==> config.mk <==
export PLATFORM = sky130hd
export DESIGN_NAME = adder_rr_arbiter_flat
export DESIGN_NICKNAME = d
export VERILOG_FILES = /design/src/rtl/adder_rr_arbiter_if.sv /design/src/rtl/adder_rr_arbiter.sv /design/src/flat_wrapper.sv
export SDC_FILE = /design/constraint.sdc
export NUM_CORES = 1
export LEC_CHECK = 0
export ABC_CLOCK_PERIOD_IN_PS = 10000
export CORE_AREA = 4 4 75 77
export CTS_BUF_LIST = sky130_fd_sc_hd__clkbuf_4 sky130_fd_sc_hd__clkbuf_8 sky130_fd_sc_hd__clkbuf_16
export CTS_CLUSTER_DIAMETER = 150
export DETAILED_ROUTE_END_ITERATION = 10
export DIE_AREA = 0 0 79 81
export GPL_TIMING_DRIVEN = 0
export PLACE_DENSITY = 0.83
export SYNTH_ARGS = -nofsm -noshare
export SYNTH_HDL_FRONTEND = slang
export SYNTH_SLANG_ARGS = --single-unit
==> constraint.sdc <==
create_clock -name clk -period 10 [get_ports clk]
set_input_delay 2.5 -clock clk [delete_from_list [all_inputs] [get_ports clk]]
set_output_delay 2.5 -clock clk [all_outputs]
set_load 0.005 [all_outputs]
==> src/rtl/adder_rr_arbiter_if.sv <==
// Handshake bundle between N_REQ requesters, the shared adder and the result consumer.
interface adder_rr_arbiter_if #(
  parameter int N_REQ = 4,
  parameter int WIDTH = 8,
  parameter int ID_W  = 2
);
  logic [N_REQ-1:0]       req_valid;
  logic [N_REQ-1:0]       req_ready;
  logic [N_REQ*WIDTH-1:0] req_a;
  logic [N_REQ*WIDTH-1:0] req_b;
  logic                   sat_en;
  logic                   res_valid;
  logic                   res_ready;
  logic [WIDTH-1:0]       res_sum;
  logic                   res_carry;
  logic [ID_W-1:0]        res_id;
  logic [7:0]             busy_cnt;

  modport master (
    output req_valid, req_a, req_b, sat_en, res_ready,
    input  req_ready, res_valid, res_sum, res_carry, res_id, busy_cnt
  );

  modport slave (
    input  req_valid, req_a, req_b, sat_en, res_ready,
    output req_ready, res_valid, res_sum, res_carry, res_id, busy_cnt
  );
endinterface

==> src/rtl/adder_rr_arbiter.sv <==
// Round-robin shared adder: one grant per cycle, result registered 1 cycle after grant.
// Grants stall (req_ready=0) while an unconsumed result is held under backpressure.
module adder_rr_arbiter #(
  parameter int N_REQ = 4,
  parameter int WIDTH = 8,
  parameter int ID_W  = 2
) (
  input  logic               clk,
  input  logic               rst,
  adder_rr_arbiter_if.slave  bus
);
  logic [ID_W-1:0]  r_rr_ptr;
  logic             r_res_valid;
  logic [WIDTH-1:0] r_res_sum;
  logic             r_res_carry;
  logic [ID_W-1:0]  r_res_id;
  logic [7:0]       r_busy_cnt;

  logic             w_can_accept;
  logic [N_REQ-1:0] w_grant;
  logic             w_found;
  logic [ID_W-1:0]  w_win_id;
  logic [WIDTH-1:0] w_a;
  logic [WIDTH-1:0] w_b;
  logic [WIDTH:0]   w_sum_full;
  logic [ID_W-1:0]  w_ptr_next;

  assign w_can_accept = !r_res_valid || bus.res_ready;

  // Scan starting at the pointer; the first valid requester wins.
  always_comb begin
    logic [ID_W-1:0] v_idx;
    w_grant  = '0;
    w_found  = 1'b0;
    w_win_id = '0;
    v_idx    = '0;
    if (!rst && w_can_accept) begin
      for (int k = 0; k < N_REQ; k++) begin
        v_idx = ID_W'((int'(r_rr_ptr) + k) % N_REQ);
        if (!w_found && bus.req_valid[v_idx]) begin
          w_found         = 1'b1;
          w_grant[v_idx]  = 1'b1;
          w_win_id        = v_idx;
        end
      end
    end
  end

  assign w_a        = bus.req_a[int'(w_win_id)*WIDTH +: WIDTH];
  assign w_b        = bus.req_b[int'(w_win_id)*WIDTH +: WIDTH];
  assign w_sum_full = {1'b0, w_a} + {1'b0, w_b};
  assign w_ptr_next = (w_win_id == ID_W'(N_REQ-1)) ? '0 : w_win_id + 1'b1;

  always_ff @(posedge clk or posedge rst) begin
    if (rst) begin
      r_rr_ptr    <= '0;
      r_res_valid <= 1'b0;
      r_res_sum   <= '0;
      r_res_carry <= 1'b0;
      r_res_id    <= '0;
      r_busy_cnt  <= '0;
    end else if (w_found) begin
      r_res_valid <= 1'b1;
      r_res_sum   <= (bus.sat_en && w_sum_full[WIDTH]) ? {WIDTH{1'b1}} : w_sum_full[WIDTH-1:0];
      r_res_carry <= w_sum_full[WIDTH];
      r_res_id    <= w_win_id;
      r_rr_ptr    <= w_ptr_next;
      r_busy_cnt  <= r_busy_cnt + 8'd1;
    end else if (r_res_valid && bus.res_ready) begin
      r_res_valid <= 1'b0;
    end
  end

  assign bus.req_ready = w_grant;
  assign bus.res_valid = r_res_valid;
  assign bus.res_sum   = r_res_sum;
  assign bus.res_carry = r_res_carry;
  assign bus.res_id    = r_res_id;
  assign bus.busy_cnt  = r_busy_cnt;
endmodule

==> src/flat_wrapper.sv <==
// flat-port wrapper written by rule: the top's interface ports become plain ports
module adder_rr_arbiter_flat 
#(
  parameter int N_REQ = 4,
  parameter int WIDTH = 8,
  parameter int ID_W  = 2
)
  (clk, rst, bus_req_valid, bus_req_a, bus_req_b, bus_sat_en, bus_res_ready, bus_req_ready, bus_res_valid, bus_res_sum, bus_res_carry, bus_res_id, bus_busy_cnt);
  adder_rr_arbiter_if #(.N_REQ(N_REQ), .WIDTH(WIDTH), .ID_W(ID_W)) bus_i ();
  input  logic clk;
  input  logic rst;
  input wire logic [$bits(bus_i.req_valid)-1:0] bus_req_valid;
  input wire logic [$bits(bus_i.req_a)-1:0] bus_req_a;
  input wire logic [$bits(bus_i.req_b)-1:0] bus_req_b;
  input wire logic [$bits(bus_i.sat_en)-1:0] bus_sat_en;
  input wire logic [$bits(bus_i.res_ready)-1:0] bus_res_ready;
  output wire logic [$bits(bus_i.req_ready)-1:0] bus_req_ready;
  output wire logic [$bits(bus_i.res_valid)-1:0] bus_res_valid;
  output wire logic [$bits(bus_i.res_sum)-1:0] bus_res_sum;
  output wire logic [$bits(bus_i.res_carry)-1:0] bus_res_carry;
  output wire logic [$bits(bus_i.res_id)-1:0] bus_res_id;
  output wire logic [$bits(bus_i.busy_cnt)-1:0] bus_busy_cnt;
  assign bus_i.req_valid = bus_req_valid;
  assign bus_i.req_a = bus_req_a;
  assign bus_i.req_b = bus_req_b;
  assign bus_i.sat_en = bus_sat_en;
  assign bus_i.res_ready = bus_res_ready;
  assign bus_req_ready = bus_i.req_ready;
  assign bus_res_valid = bus_i.res_valid;
  assign bus_res_sum = bus_i.res_sum;
  assign bus_res_carry = bus_i.res_carry;
  assign bus_res_id = bus_i.res_id;
  assign bus_busy_cnt = bus_i.busy_cnt;
  adder_rr_arbiter #(.N_REQ(N_REQ), .WIDTH(WIDTH), .ID_W(ID_W)) u_core (.clk(clk), .rst(rst), .bus(bus_i));
endmodule
==> impl_metrics.tcl <==
set metrics [dict create \
    outcome "finished clean" \
    worst_pin_slew_ps 820 \
    hold_depth 1 \
    final_cell_mix "clkdlybuf4s50_1 (94), mux2i_1 (48), nor2_1 (27), dfrtp_1 (22), ha_1 (17)" \
    insertion_delay_ps 270 \
    rows 26 \
    start_kind "input pin" \
    via_per_inst 5.25 \
    syn-num-nets 329 \
    grt_pass1_vias 2203 \
    cellLeakagePower_uw 0.00153 \
    layout-drive-gt1-share_pct 7.12 \
    grt_pass1_wl_mm 9.76 \
    drc_errors 0 \
    setup_viol 0 \
    syn_to_final_growth_pct 48.9 \
    wl_per_cell_um 14.7 \
    fmax_mhz 136 \
    cpPeakStageDelay_ps 600 \
    crit_slowest_cell "inv_1" \
    start_util_pct 44.9 \
    hold_viol 0 \
    hold_path.class "flop to flop" \
    grtUsageTotal_pct 19.0 \
    gr-total-overflow 0 \
    finalWeightedCongestion 0.773 \
    crit_chain "clkdlybuf4s50_1 -> inv_1 -> nand2_1 -> or2_2 -> nor4_1 -> buf_2 -> buf_2 -> mux2i_1 -> ha_1 -> fa_1 -> a21o_1 -> a21oi_1 -> nor2_1 -> a211o_1 -> o311ai_2 -> a31oi_1" \
    p_per_area_mw_per_mm2 262 \
    crit_buf_inv 4 \
    design_area_mm2 0.00335 \
    firstDrtPassIters 4 \
    end_kind "flop" \
    dieWidth_um 79 \
    clk_transition_reported_paths_ps 80 \
    antenna_violating_nets_post_route 0 \
    slew-limit-headroom_pct 45.3 \
    finalCritPeriodShare_pct 73.6 \
    ir_worst_vdd_mv 0.142 \
    synthFlopType "dfrtp_1" \
    cts_made_buffers 3 \
    min_to "u_core.bus.res_id[1]" \
    pin_count 96 \
    fin_worst_skew_ps 4.08 \
    die_h_um 81 \
    ctsResizeCount 0 \
    placed_area_mm2 0.00328 \
    cap_violations 0 \
    syn_area_mm2 0.00225 \
    path_class "input pin to flop" \
    arrival_ps 7480 \
    reg2regPathDepth 18 \
    clock_sinks 22 \
    wirelength_mm 5.98 \
    rrSetupSlack_ps 4670 \
    grt_max_degree 24 \
    cts_setup_buffers 0 \
    layout.nets 428 \
    cts_tree "done" \
    syn_avg_cell_area_um2 9.41 \
    rsz0062_at_grt "false" \
    crit_cells 16 \
    min_period_ps 7360 \
    antenna_found_initial 0 \
    via_count 2138 \
    r2r-end "u_core.bus.res_sum[6]" \
    cpMostUsedCell "buf_2" \
    dieArea_mm2 0.00640 \
    coreArea_mm2 0.00501 \
    crit_family "buffers and inverters" \
    portBuffers 94 \
    cp_max_fo 23 \
    cts_root_buffer "clkbuf_8" \
    ys_seq_area_share_pct 24.5 \
    ys_seq_elements 22 \
    yosysWarnings 0 \
    min_from "u_core.bus.res_id[1]" \
    final_common_cell "clkdlybuf4s50_1" \
    yosysUniqueCellTypes 46 \
    h-tree-depth 1 \
    rr_startpoint "u_core.r_rr_ptr[1]" \
    drt-initial-drc-count 84 \
    synth_edf_count 0 \
    cts_hold_buf 0 \
    required_ps 10120 \
    tns_ps 0 \
    dpl.hpwl_mm 4.84 \
    async_reset_ff_share_pct 100 \
    clockBufferDepth 2 \
    postSynthCellCount 239 \
    num_antenna_cells 0 \
    finalMaxSlewViolations 0 \
]
synthesized netlist by cell type (2+ instances only):
master | instances | share of area [%]
a21o_1 | 3 | 1.0
a21oi_1 | 15 | 3.3
a22oi_1 | 5 | 1.7
a31oi_1 | 7 | 1.9
and3b_1 | 2 | 0.78
buf_12 | 2 | 1.8
buf_2 | 5 | 1.1
buf_6 | 3 | 1.5
clkbuf_1 | 5 | 0.83
dfrtp_1 | 22 | 24
ha_1 | 17 | 9.5
inv_1 | 4 | 0.67
mux2_2 | 2 | 1.0
mux2i_1 | 48 | 21
mux4_2 | 2 | 2.0
nand2_1 | 15 | 2.5
nand2b_1 | 3 | 0.83
nand3_1 | 3 | 0.67
nand4_1 | 2 | 0.56
nor2_1 | 27 | 4.5
nor3_1 | 3 | 0.67
nor3b_1 | 3 | 1.0
nor4_1 | 2 | 0.56
o21ai_0 | 4 | 0.89
o21ai_1 | 2 | 0.44
xnor2_1 | 8 | 3.1
xor2_1 | 6 | 2.3
how the worst max path moves through the flow:
| stage | start | end | slack [ps] |
|---|---|---|---|
| floorplan | rst | u_core.bus.res_sum[2] | 3450 |
| global placement | rst | u_core.bus.res_sum[7] | 2310 |
| detailed placement | rst | u_core.bus.res_sum[6] | 2240 |
| CTS | rst | u_core.bus.res_sum[5] | 2530 |
| global route | rst | u_core.bus.res_sum[2] | 2110 |
| finish | rst | u_core.bus.res_sum[6] | 2640 |
layer usage:
metal	track usage [%]	share of wire [%]
met4	5.15	1.7
met1	20.7	38
met2	37.0	54
met5	0	0
met3	3.88	7.1
area by class of cell:
cell class                      count  area (um^2)
Timing Repair Buffer               94          941
Clock inverter                      1         30.0
Multi-Input combinational cell    197         1550
Clock buffer                        3         41.3
Fill cell                         414         1660
Sequential cell                    22          551
Buffer                             16          133
Tap cell                           70         87.6
Inverter                            4         15.0
report_power, final:
part / total, uW / switching (uW) / leakage, uW / internal, uW
combinational: 632 / 300 / 0.00124 / 332
clock: 82.8 / 29.2 / 0.0000357 / 53.5
sequential: 164 / 36.9 / 0.000259 / 127
total: 879 / 366 / 0.00153 / 513
metrics by stage:
stage	total power (uW)	hold WS (ps)	utilization, %	cells	worst slack [ps]
5_1_grt	963	502	66.9	407	2110
3_5_place_dp	799	467	65.4	403	2240
4_1_cts	885	481	66.9	407	2530
3_3_place_gp	780	461	65.4	403	2310
2_1_floorplan	603	468	-	239	3450
6_report	879	480	66.9	407	2640
logic make-up (layout without fill, tap and decap cells):
kind of cell	Yosys count	count (layout)	synth area share [%]
AND/OR/NAND/NOR	67	67	14.6
adder cells (fa/ha/maj)	18	18	10.3
buffers and inverters	20	118	6.56
AO/OA/AOI/OAI	45	45	13.2
flip-flops	22	22	24.5
XOR/XNOR	14	14	5.45
multiplexers	53	53	25.4
sequential cells by signal (all words and copies together), names as in the netlist:
name / cells
u_core.bus.busy_cnt: 8
u_core.bus.res_carry: 1
u_core.bus.res_id: 2
u_core.bus.res_sum: 8
u_core.bus.res_valid: 1
u_core.r_rr_ptr: 2
(Power assumes the default switching activity.)
